[config.mk]
export PLATFORM = sky130hd
export DESIGN_NAME = multdiv_unit
export DESIGN_NICKNAME = d
export VERILOG_FILES = /design/src/rtl/multdiv_unit.sv
export SDC_FILE = /design/constraint.sdc
export NUM_CORES = 1
export LEC_CHECK = 0
export ABC_CLOCK_PERIOD_IN_PS = 7000
export CAP_MARGIN = 20
export CORE_MARGIN = 8
export CORE_UTILIZATION = 50
export CTS_BUF_LIST = sky130_fd_sc_hd__clkbuf_2
export CTS_CLUSTER_DIAMETER = 80
export CTS_CLUSTER_SIZE = 12
export DETAILED_ROUTE_END_ITERATION = 6
export PLACE_DENSITY_LB_ADDON = 0.08
export RECOVER_POWER = 25
export SLEW_MARGIN = 20
export SYNTH_ARGS = -nofsm -noshare
export SYNTH_HDL_FRONTEND = slang
export SYNTH_SLANG_ARGS = --single-unit
[constraint.sdc]
create_clock -name clock -period 7 [get_ports clock]
set_input_delay 0.7 -clock clock [delete_from_list [all_inputs] [get_ports clock]]
set_output_delay 0.7 -clock clock [all_outputs]
set_load 0.05 [all_outputs]
[src/rtl/multdiv_unit.sv]
// multdiv_unit: multi-cycle signed multiply (radix-2 Booth) and divide
// (restoring, on magnitudes) with registered result, exception and tag.
//
// state | meaning
// ------+-------------------------------------------------
// IDLE  | waiting for ctrl_MULT / ctrl_DIV
// MUL   | one Booth add/sub + arithmetic shift per cycle
// DIV   | one restoring quotient bit per cycle
// DONE  | data_resultRDY pulse, back to IDLE next cycle
module multdiv_unit #(
    parameter int WIDTH = 32
) (
    input  logic             clock,
    input  logic             reset_n,
    input  logic             ctrl_MULT,
    input  logic             ctrl_DIV,
    input  logic [WIDTH-1:0] data_operandA,
    input  logic [WIDTH-1:0] data_operandB,
    input  logic [4:0]       rd_in,
    output logic [WIDTH-1:0] data_result,
    output logic             data_exception,
    output logic             data_resultRDY,
    output logic [4:0]       rd_out,
    output logic             busy
);

    localparam int CW = $clog2(WIDTH);
    localparam logic [CW-1:0] LAST = CW'(WIDTH - 1);

    typedef enum logic [1:0] {IDLE, MUL, DIV, DONE} state_e;

    state_e           state_q, state_d;
    logic [CW-1:0]    cnt_q, cnt_d;
    // acc carries one guard bit above the upper product half so that adding
    // or subtracting the most negative multiplicand cannot wrap; in DIV it
    // holds the partial remainder, which also needs WIDTH+1 bits.
    logic [WIDTH:0]   acc_q, acc_d;
    logic [WIDTH-1:0] lo_q, lo_d;
    logic             booth_q, booth_d;
    logic [WIDTH-1:0] a_q, a_d;
    logic [WIDTH-1:0] b_q, b_d;
    logic             neg_q, neg_d;
    logic [4:0]       tag_q, tag_d;
    logic [WIDTH-1:0] result_q, result_d;
    logic             exc_q, exc_d;
    logic             rdy_q, rdy_d;
    logic [4:0]       rd_out_q, rd_out_d;
    logic             busy_q, busy_d;

    logic [WIDTH:0]   sum;
    logic [WIDTH:0]   rem_sh;
    logic [WIDTH:0]   diff;

    // Next-state, datapath step and output update for every state
    always_comb begin
        state_d  = state_q;
        cnt_d    = cnt_q;
        acc_d    = acc_q;
        lo_d     = lo_q;
        booth_d  = booth_q;
        a_d      = a_q;
        b_d      = b_q;
        neg_d    = neg_q;
        tag_d    = tag_q;
        result_d = result_q;
        exc_d    = exc_q;
        rd_out_d = rd_out_q;
        sum      = acc_q;
        rem_sh   = '0;
        diff     = '0;

        case (state_q)
            IDLE: begin
                if (ctrl_MULT) begin
                    state_d = MUL;
                    cnt_d   = '0;
                    acc_d   = '0;
                    lo_d    = data_operandB;
                    booth_d = 1'b0;
                    a_d     = data_operandA;
                    tag_d   = rd_in;
                end else if (ctrl_DIV) begin
                    state_d = DIV;
                    cnt_d   = '0;
                    acc_d   = '0;
                    lo_d    = data_operandA[WIDTH-1] ? -data_operandA : data_operandA;
                    b_d     = data_operandB[WIDTH-1] ? -data_operandB : data_operandB;
                    neg_d   = data_operandA[WIDTH-1] ^ data_operandB[WIDTH-1];
                    tag_d   = rd_in;
                end
            end
            MUL: begin
                case ({lo_q[0], booth_q})
                    2'b01:   sum = acc_q + {a_q[WIDTH-1], a_q};
                    2'b10:   sum = acc_q - {a_q[WIDTH-1], a_q};
                    default: sum = acc_q;
                endcase
                acc_d   = {sum[WIDTH], sum[WIDTH:1]};
                lo_d    = {sum[0], lo_q[WIDTH-1:1]};
                booth_d = lo_q[0];
                cnt_d   = cnt_q + 1'b1;
                if (cnt_q == LAST) begin
                    state_d  = DONE;
                    result_d = lo_d;
                    exc_d    = (acc_d[WIDTH-1:0] != {WIDTH{lo_d[WIDTH-1]}});
                    rd_out_d = tag_q;
                end
            end
            DIV: begin
                if (b_q == '0) begin
                    state_d  = DONE;
                    result_d = '0;
                    exc_d    = 1'b1;
                    rd_out_d = tag_q;
                end else begin
                    rem_sh = {acc_q[WIDTH-1:0], lo_q[WIDTH-1]};
                    diff   = rem_sh - {1'b0, b_q};
                    if (diff[WIDTH]) begin
                        acc_d = rem_sh;
                        lo_d  = {lo_q[WIDTH-2:0], 1'b0};
                    end else begin
                        acc_d = diff;
                        lo_d  = {lo_q[WIDTH-2:0], 1'b1};
                    end
                    cnt_d = cnt_q + 1'b1;
                    if (cnt_q == LAST) begin
                        state_d  = DONE;
                        result_d = neg_q ? -lo_d : lo_d;
                        // Only |A| = 2^(W-1) with a positive quotient overflows
                        exc_d    = ~neg_q & lo_d[WIDTH-1];
                        rd_out_d = tag_q;
                    end
                end
            end
            DONE: state_d = IDLE;
            default: state_d = IDLE;
        endcase

        busy_d = (state_d != IDLE);
        rdy_d  = (state_d == DONE);
    end

    // All state and outputs registered; reset discards any in-flight work
    always_ff @(posedge clock or negedge reset_n) begin
        if (!reset_n) begin
            state_q  <= IDLE;
            cnt_q    <= '0;
            acc_q    <= '0;
            lo_q     <= '0;
            booth_q  <= 1'b0;
            a_q      <= '0;
            b_q      <= '0;
            neg_q    <= 1'b0;
            tag_q    <= '0;
            result_q <= '0;
            exc_q    <= 1'b0;
            rdy_q    <= 1'b0;
            rd_out_q <= '0;
            busy_q   <= 1'b0;
        end else begin
            state_q  <= state_d;
            cnt_q    <= cnt_d;
            acc_q    <= acc_d;
            lo_q     <= lo_d;
            booth_q  <= booth_d;
            a_q      <= a_d;
            b_q      <= b_d;
            neg_q    <= neg_d;
            tag_q    <= tag_d;
            result_q <= result_d;
            exc_q    <= exc_d;
            rdy_q    <= rdy_d;
            rd_out_q <= rd_out_d;
            busy_q   <= busy_d;
        end
    end

    assign data_result    = result_q;
    assign data_exception = exc_q;
    assign data_resultRDY = rdy_q;
    assign rd_out         = rd_out_q;
    assign busy           = busy_q;

endmodule

==> results.py, run 1 <==
metrics = {
    "floorplanning": {
        "core_area_sq_um": 29700,
        "ioPinCount": 113,
        "die_area_sq_um": 36000,
        "die_h_um": 190,
        "die_width_um": 190,
        "floorplan.initialDensity_pct": 50.8,
        "fp-row-count": 63,
    },
    "cts": {
        "clock_sinks": 183,
        "cts_buffers": 17,
        "clk_root_buffer_cell": "clkbuf_2",
        "cts.path.max_buffers": 2,
        "cts_tree": "built",
        "h-tree-depth": 4,
        "cts.clk_slew.worst_paths_ps": 280,
        "clock_latency_ps": 830,
    },
    "grt": {
        "grt_max_degree": 93,
        "first_global_vias": 13800,
        "grt_usage_pct": 27.1,
        "grt-ovfl-total": 0,
        "antenna_found_initial": 1,
        "grt_pass1_wl_mm": 77.8,
    },
    "synthesis": {
        "syn_nets": 1996,
        "synth_cells": 1845,
        "synth_area_sq_um": 15100,
        "synth_top_area_share_pct": 30.4,
        "synth_top_area_cell": "dfrtp_1",
        "async_reset_ff_share_pct": 100,
        "syn_avg_cell_area_sq_um": 8.18,
        "ys.flop_type": "dfrtp_1",
        "ys_seq_elements": 183,
        "synth_area_leaders": "dfrtp_1, o21ai_0, ha_1",
        "ys_seq_area_share_pct": 30.4,
        "synth_cell_types": 77,
        "synth_edf_count": 0,
        "synth_warnings": 0,
    },
    "placement": {
        "portBuffers": 112,
        "gp_congestion": 0.957,
        "dp_hpwl_mm": 37.0,
    },
    "power": {
        "power_frac_clock_pct": 6.9,
        "peakVddDrop_mv": 0.417,
        "p_sw_share_pct": 53.1,
        "powerDensity_nw_per_um2": 535,
        "p_total_w": 0.00898,
        "combinationalPowerShare_pct": 70.4,
        "seq_power_share_pct": 22.8,
        "intPower_w": 0.00421,
        "leakage_nw": 6.98,
        "power_switching_w": 0.00477,
    },
    "timing": {
        "min_period_over_period_pct": 95.2,
        "post-route-min-period_ps": 6660,
        "rsz0062_at_grt": "false",
        "tns_ps": 0,
        "drv_slew": 88,
        "skew_ps": 60.2,
        "final-setup-viol-count": 0,
        "relSlewSlack_pct": -244,
        "finalHoldViolCount": 0,
        "fmax_mhz": 150,
        "worst_pin_slew_ps": 5160,
    },
    "setup_path": {
        "r2r_start": "lo_q[31]",
        "cp_slowest_stage_delay_ps": 460,
        "critPathSlowestCell": "dfrtp_1",
        "start_kind": "flop",
        "critPathKind": "flop to flop",
        "end_kind": "flop",
        "startpoint": "lo_q[31]",
        "cp.arrival_ps": 7390,
        "critPathMaxFanout": 4,
        "worst_ep_required_time_ps": 7730,
    },
    "job": {
        "drv_cap": 1,
    },
    "worst_hold_path": {
        "min_from": "rd_in[0]",
        "hp-class": "input port to flop",
    },
    "cells_and_area": {
        "area_growth_pct": 11.2,
        "drive_gt1_share_pct": 7.76,
        "num-nets-final": 2046,
        "layout_commonest_cell": "nand2_1",
        "mostFrequentLayoutCells": "nand2_1, o21ai_0, dfrtp_1",
    },
    "detailed_routing": {
        "vias_per_cell": 6.24,
        "drc": 0,
        "wirelength_mm": 49.2,
        "drt_pre_antenna_iters": 7,
        "drtIter0Drc": 1391,
        "routedWlPerCell_um": 21.4,
        "dr_total_vias": 14400,
        "antenna_left": 0,
    },
    "status": {
        "failed_checks": "max-capacitance violations, max-slew violations",
        "status": "finished with violations",
    },
}
[registers in the layout, summed over array words and instances (netlist names)]
signal	count
b_q	32
busy	1
data_result	32
lo_q	32
acc_q	33
data_exception	1
rd_out	5
cnt_q	5
tag_q	5
neg_q	1
a_q	32
state_q	2
booth_q	1
data_resultRDY	1
[metrics by stage]
stage / cells / utilization, % / hold slack, ps / area [sq um] / setup WS, ps
2_1_floorplan: 1845 / - / 404 / 15100 / 568
3_3_place_gp: 2265 / 55.5 / 456 / 16500 / 428
3_5_place_dp: 2265 / 55.5 / 469 / 16500 / 253
4_1_cts: 2298 / 56.5 / 423 / 16800 / 125
5_1_grt: 2300 / 56.5 / 391 / 16800 / 10.8
6_report: 2300 / 56.5 / 466 / 16800 / 336
[power by group through the flow]
stage | Sequential [W] | Clock (W) | Combinational [W]
after floorplan | 0.00181 | 0 | 0.00478
after global placement | 0.00204 | 0 | 0.00612
after detailed placement | 0.00206 | 0 | 0.00622
after CTS | 0.00203 | 0.000630 | 0.00625
after global routing | 0.00210 | 0.000670 | 0.00699
final | 0.00204 | 0.000617 | 0.00632
[layout make-up]
type                    instances  area (sq um)
diodes                          2          5.00
clock buffers                  18          90.1
clock inverters                14           173
inverters                      76           285
multi-input cells            1478          9850
fillers                      2822         12900
flip-flops and latches        183          4580
repair buffers                139          1310
well taps                     390           488
[metal layers]
metal  vias to the layer above  global-route usage (%)  wire length, um
li1                       6805                       -                -
met1                      6934                    38.4            22600
met2                       542                    41.7            21700
met3                        79                    5.13             3640
met4                         0                    7.28             1180
met5                         -                       0                0
[critical path, delay by kind of cell, from the launching register on]
family / cells / cell delay (ps)
simple gates: 8 / 2460
buf+inv: 3 / 350
xor+xnor: 1 / 150
flops: 1 / 460
fa+ha+maj: 4 / 920
compound gates: 13 / 2260
[logic make-up after synthesis]
| family | Yosys count | synth area share, % |
|---|---|---|
| and+or+nand+nor | 577 | 18.7 |
| muxes | 79 | 5.75 |
| buffers and inverters | 184 | 4.68 |
| xor gates and xnor gates | 166 | 9.64 |
| AOI/OAI and AO/OA | 578 | 24.3 |
| DFF | 183 | 30.4 |
| adders and majority gates | 78 | 6.57 |
[path summary, 6_finish.rpt]
kind | slack, ps | to | depth (start not counted)
worst max register to register | 340 | data_result[30] | 29
worst min register to register | 520 | data_result[5] | 2
worst min-delay path | 470 | tag_q[0] | 2
max in group asynchronous | 1400 | neg_q | 3
worst max-delay path | 340 | data_result[30] | 29
min in group asynchronous | 2250 | acc_q[6] | 2
[Yosys cell counts (all sizes together) (8+ instances only)]
cell    instances
xor2           65
ha             76
a221oi         36
mux2           61
nand3          27
nand2b         21
o21bai         11
o31ai          58
nor3           25
a211oi         30
nand4           8
nand2         232
a21oi         117
nor2           96
a21o           27
nor2b          39
and3            9
or4            22
inv            76
or3            23
clkbuf         97
xnor2         101
o41ai          13
and2           15
a22oi          21
buf            11
a31oi          15
mux2i          18
or2             8
o21ai         201
nor4           29
dfrtp         183
[timing repair]
action / in CTS / in global routing
endpoints found under the setup margin: 0 / 10
buffers inserted: 0 / 0
resized for setup: 0 / 6
hold buffers: 1 / 0
hold endpoints to repair: 85 / 0
Power figures use the tool's default switching activity.
==> run 2: changes to the inputs <==
--- a/config.mk
+++ b/config.mk
@@ -5,7 +5,7 @@
 export SDC_FILE = /design/constraint.sdc
 export NUM_CORES = 1
 export LEC_CHECK = 0
-export ABC_CLOCK_PERIOD_IN_PS = 7000
+export ABC_CLOCK_PERIOD_IN_PS = 5400
 export CAP_MARGIN = 20
 export CORE_MARGIN = 8
 export CORE_UTILIZATION = 50
==> constraint.sdc (replaced) <==
create_clock -name clock -period 5.4 [get_ports clock]
set_input_delay 0.54 -clock clock [delete_from_list [all_inputs] [get_ports clock]]
set_output_delay 0.54 -clock clock [all_outputs]
set_load 0.05 [all_outputs]
==> results.py, run 2 (synthesis gave the netlist of run 1 again) <==
metrics = {
    "status": {
        "status": "finished with violations",
        "failed_checks": "max-capacitance violations, max-slew violations, negative setup slack",
    },
    "cells_and_area": {
        "fin_cells": 2419,
        "mostFrequentLayoutCells": "nand2_1, dfrtp_1, o21ai_0",
        "num-nets-final": 2166,
        "drive_gt1_share_pct": 15.3,
        "layout_commonest_cell": "nand2_1",
        "regMostFlops": "acc_q",
        "largest_reg_flops": 33,
        "area_growth_pct": 19.0,
    },
    "timing": {
        "relSlewSlack_pct": -219,
        "final-setup-viol-count": 14,
        "min_period_over_period_pct": 113,
        "hold_slack_ps": 125,
        "rsz0062_at_grt": "true",
        "layout_setup_ws_ps": -720,
        "worst_pin_slew_ps": 4780,
        "post-route-min-period_ps": 6120,
        "fmax_mhz": 163,
        "finalHoldViolCount": 0,
        "skew_ps": 58.4,
        "drv_slew": 82,
    },
    "power": {
        "peakVddDrop_mv": 0.400,
        "leakage_nw": 7.64,
        "powerDensity_nw_per_um2": 705,
    },
    "detailed_routing": {
        "wirelength_mm": 50.4,
        "drt_pre_antenna_iters": 5,
        "drtIter0Drc": 1537,
        "dr_total_vias": 14900,
        "antenna_left": 0,
        "vias_per_cell": 6.16,
        "routedWlPerCell_um": 20.8,
        "wl_met3_mm": 3.86,
        "dr_wl_met2_mm": 22.7,
        "topRoutingLayerUsed": "met5",
        "wl_met1_mm": 22.8,
        "drc": 0,
    },
    "setup_path": {
        "start_kind": "flop",
        "critPathMaxFanout": 3,
        "critPathKind": "flop to flop",
        "worst_ep_required_time_ps": 6220,
        "cpMostUsedCell": "or3_4",
        "critPathSlowestCell": "or4_4",
        "cp.arrival_ps": 6940,
        "path_delay_family": "simple AND/OR/NAND/NOR gates",
        "end_kind": "flop",
        "cp_slowest_stage_delay_ps": 500,
        "crit_buf_inv": 2,
    },
    "grt": {
        "grt-ovfl-total": 0,
        "grt_max_degree": 88,
        "first_global_vias": 13900,
        "grt_usage_pct": 27.4,
        "grt_pass1_wl_mm": 78.7,
        "antenna_found_initial": 2,
    },
    "cts": {
        "clk_root_buffer_cell": "clkbuf_2",
        "cts.path.max_buffers": 2,
        "h-tree-depth": 4,
        "cts_tree": "built",
        "clock_sinks": 183,
        "cts.clk_slew.worst_paths_ps": 340,
        "clock_latency_ps": 850,
        "cts_buffers": 17,
    },
    "placement": {
        "place_inst": 2374,
        "dp_hpwl_mm": 38.2,
        "portBuffers": 112,
        "gp_congestion": 0.944,
    },
    "floorplanning": {
        "ioPinCount": 113,
        "core_area_sq_um": 29700,
        "die_h_um": 190,
        "die_width_um": 190,
        "fp-row-count": 63,
        "floorplan.initialDensity_pct": 50.8,
        "die_area_sq_um": 36000,
    },
    "job": {
        "drv_cap": 1,
    },
    "worst_hold_path": {
        "hp-class": "input port to flop",
    },
}
run 2: where the power goes:
part           leakage (nW)  internal (W)  switching [W]
combinational          5.15       0.00404        0.00533
sequential             2.36       0.00188       0.000688
clock                 0.130      0.000142       0.000573
total                  7.64       0.00606        0.00659
run 2: repair_timing:
item                                   4_1_cts  5_1_grt
setup buffers                                5        6
setup endpoints to repair                   16       21
hold buffers                                 1        0
endpoints found under the hold margin       79        0
pin swaps                                    9       31
gates resized for setup                     14       37
run 2: area by class of cell:
| class | instances | area (sq um) |
|---|---|---|
| inverter | 76 | 285 |
| timing repair buffer | 259 | 2220 |
| antenna | 1 | 2.50 |
| sequential | 183 | 4580 |
| clock buffer | 17 | 85.1 |
| multi-input combinational | 1478 | 10200 |
| tap | 390 | 488 |
| clock inverter | 15 | 131 |
| fill | 2669 | 11800 |
run 2: worst min-delay path, cell delays in order:
cell	delay [ps]
buf_2	90
nand2b_1	150
a32o_1	170
run 2: path summary, 6_finish.rpt:
path,from,end,slack [ps],cells after the start
setup / recovery,lo_q[31],data_result[29],-720,27
setup reg to reg,lo_q[31],data_result[29],-720,27
max in group asynchronous,reset_n,lo_q[10],570,3
hold reg to reg,data_result[3],data_result[3],510,2
min in group asynchronous,reset_n,b_q[8],1910,2
hold / removal,ctrl_MULT,booth_q,120,3
run 2: layer usage:
layer | GRT usage [%] | up-vias
li1 | - | 7027
met1 | 39.1 | 7230
met2 | 42.7 | 588
met3 | 4.41 | 66
met4 | 6.92 | 2
met5 | 0 | -
run 2: metrics by stage:
step           total power (W)  setup TNS (ps)  setup WS [ps]  instance area, sq um  utilization [%]
3_5_place_dp            0.0115           -6660           -769                 17400             58.6
3_3_place_gp            0.0114           -5390           -694                 17400             58.6
2_1_floorplan          0.00866           -1400           -353                 15200                -
6_report                0.0126           -6160           -720                 17900             60.4
4_1_cts                 0.0123           -4730           -607                 17700             59.7
5_1_grt                 0.0136          -14070           -923                 17900             60.4
==> run 3: changes to the inputs <==
--- a/config.mk
+++ b/config.mk
@@ -5,9 +5,9 @@
 export SDC_FILE = /design/constraint.sdc
 export NUM_CORES = 1
 export LEC_CHECK = 0
+export ABC_AREA = 1
 export ABC_CLOCK_PERIOD_IN_PS = 5400
 export CAP_MARGIN = 20
-export CORE_MARGIN = 8
 export CORE_UTILIZATION = 50
 export CTS_BUF_LIST = sky130_fd_sc_hd__clkbuf_2
 export CTS_CLUSTER_DIAMETER = 80
@@ -15,7 +15,7 @@
 export DETAILED_ROUTE_END_ITERATION = 6
 export PLACE_DENSITY_LB_ADDON = 0.08
 export RECOVER_POWER = 25
-export SLEW_MARGIN = 20
+export SLEW_MARGIN = 0
 export SYNTH_ARGS = -nofsm -noshare
 export SYNTH_HDL_FRONTEND = slang
 export SYNTH_SLANG_ARGS = --single-unit
==> results.py, run 3 <==
metrics = {
    "status": {
        "status": "finished with violations",
        "failed_checks": "max-capacitance violations, max-slew violations",
    },
    "grt": {
        "antenna_found_initial": 2,
        "first_global_vias": 17000,
        "grt-ovfl-total": 0,
        "grt_max_degree": 106,
        "grt_pass1_wl_mm": 94.5,
        "grt_usage_pct": 36.4,
    },
    "setup_path": {
        "cp.arrival_ps": 5260,
        "critPathKind": "flop to flop",
        "start_kind": "flop",
        "critPathSlowestCell": "dfrtp_1",
        "end_kind": "flop",
        "r2r_start": "a_q[0]",
        "cpMostUsedCell": "nand2_1",
        "critPathMaxFanout": 5,
        "path_delay_family": "simple AND/OR/NAND/NOR gates",
        "reg2regPathDepth": 29,
        "worst_ep_required_time_ps": 6180,
        "cp_slowest_stage_delay_ps": 480,
        "worst-r2r-setup-slack_ps": 920,
        "crit_buf_inv": 5,
        "r2r-end": "data_exception",
    },
    "cts": {
        "cts_setup_buffers": 0,
        "ctsResizeCount": 0,
        "cts.clk_slew.worst_paths_ps": 320,
        "cts_buffers": 17,
        "clk_root_buffer_cell": "clkbuf_2",
        "clock_latency_ps": 870,
        "h-tree-depth": 4,
        "cts.path.max_buffers": 2,
        "clock_sinks": 183,
        "cts_tree": "built",
    },
    "job": {
        "drv_cap": 1,
    },
    "synthesis": {
        "syn_nets": 2774,
        "synth.most_common_cell": "nand2_1",
        "ys_seq_area_share_pct": 27.5,
        "synth_edf_count": 0,
        "ys.flop_type": "dfrtp_1",
        "synth_area_sq_um": 16700,
        "synth_cells": 2623,
        "syn_avg_cell_area_sq_um": 6.35,
        "synth_top_area_cell": "dfrtp_1",
        "synth_top_area_share_pct": 27.5,
        "ys_seq_elements": 183,
        "synth_warnings": 0,
        "async_reset_ff_share_pct": 100,
        "synth_cell_types": 57,
        "synth_commonest_cells": "nand2_1, inv_1, o21ai_0, nor2_1, dfrtp_1",
        "synth_area_leaders": "dfrtp_1, nand2_1, inv_1",
    },
    "detailed_routing": {
        "vias_per_cell": 5.78,
        "dr_wl_met2_mm": 28.6,
        "dr_total_vias": 18200,
        "wirelength_mm": 61.5,
        "drt_pre_antenna_iters": 6,
        "drtIter0Drc": 1746,
        "routedWlPerCell_um": 19.6,
        "drc": 0,
        "antenna_left": 0,
        "wl_met3_mm": 4.28,
        "wl_met1_mm": 25.8,
        "topRoutingLayerUsed": "met5",
    },
    "timing": {
        "tns_ps": 0,
        "layout_setup_ws_ps": 925,
        "worst_pin_slew_ps": 4120,
        "finalHoldViolCount": 0,
        "rsz0062_at_grt": "false",
        "fmax_mhz": 223,
        "skew_ps": 68.0,
        "hold_slack_ps": 180,
        "post-route-min-period_ps": 4480,
        "min_period_over_period_pct": 82.9,
        "final-setup-viol-count": 0,
        "drv_slew": 79,
        "relSlewSlack_pct": -174,
    },
    "worst_hold_path": {
        "hold_path_depth": 3,
        "min_to": "tag_q[0]",
        "min_from": "rd_in[0]",
        "hp-class": "input port to flop",
    },
    "cells_and_area": {
        "fin_area_sq_um": 18400,
        "final_util_pct": 56.4,
        "area_growth_pct": 10.6,
        "layout_commonest_cell": "nand2_1",
        "num-nets-final": 2836,
        "regMostFlops": "acc_q",
        "mostFrequentLayoutCells": "nand2_1, inv_1, o21ai_0",
        "drive_gt1_share_pct": 3.63,
        "largest_reg_flops": 33,
    },
    "floorplanning": {
        "die_h_um": 185,
        "fp-row-count": 66,
        "core_area_sq_um": 32700,
        "die_area_sq_um": 34100,
        "die_width_um": 185,
        "floorplan.initialDensity_pct": 50.9,
        "ioPinCount": 113,
    },
    "placement": {
        "gp_congestion": 0.982,
        "dpl-instance-area_sq_um": 18200,
        "post-place-ws_ps": 1060,
        "portBuffers": 112,
        "dp_hpwl_mm": 48.6,
    },
    "power": {
        "peakVddDrop_mv": 0.446,
        "powerDensity_nw_per_um2": 747,
        "leakage_nw": 9.15,
    },
}
[run 3: through the flow]
stage	total power, W	instances
3_5_place_dp	0.0127	3107
5_1_grt	0.0149	3141
6_report	0.0138	3141
3_3_place_gp	0.0127	3107
4_1_cts	0.0136	3140
2_1_floorplan	0.00966	2623
[run 3: area by class of cell]
type	instances	area, sq um
Clock inverter	14	181
Sequential cell	183	4580
Multi-Input combinational cell	1964	10300
Fill cell	3320	14300
Inverter	387	1450
Antenna cell	1	2.50
Timing Repair Buffer	132	1290
Tap cell	442	553
Clock buffer	18	90.1
[run 3: repair_timing]
action / CTS / global route
hold buffers: 1 / 0
setup endpoints to repair: 0 / 0
hold endpoints to repair: 78 / 0
[run 3: how the worst max path moves through the flow]
stage	from	endpoint	slack, ps	cells after the start
floorplan	lo_q[31]	data_result[28]	1390	28
global placement	a_q[3]	data_exception	1190	29
detailed placement	a_q[9]	data_exception	1060	27
CTS	a_q[0]	data_exception	1010	29
global route	a_q[0]	data_exception	380	29
finish	a_q[0]	data_exception	920	29
[run 3: worst reg2reg max path: cells and delay by family (launching register included)]
kind / cells / cell delay [ps]
AO/OA/AOI/OAI: 3 / 360
XOR/XNOR: 1 / 160
AND/OR/NAND/NOR: 19 / 2500
flip-flops: 1 / 480
adder cells (fa/ha/maj): 1 / 400
buffers and inverters: 5 / 510
[run 3: kinds of logic after synthesis]
family	Yosys count	synth area share, %
xor gates and xnor gates	93	4.89
buffers and inverters	476	10.8
muxes	8	0.533
and+or+nand+nor	1185	30.1
AOI/OAI and AO/OA	600	20.2
adders and majority gates	78	5.95
DFF	183	27.5
[run 3: where the power goes]
group          internal (W)  leakage [nW]  total [W]  switching [W]
Sequential          0.00199          2.31    0.00275       0.000758
Clock              0.000240         0.164   0.000830       0.000590
Combinational       0.00316          6.68     0.0102        0.00703
[run 3: metal layers]
metal / vias up / GRT usage (%)
li1: 8758 / -
met3: 125 / 5.65
met1: 8501 / 46.3
met5: - / 0
met4: 2 / 17.8
met2: 766 / 60.1
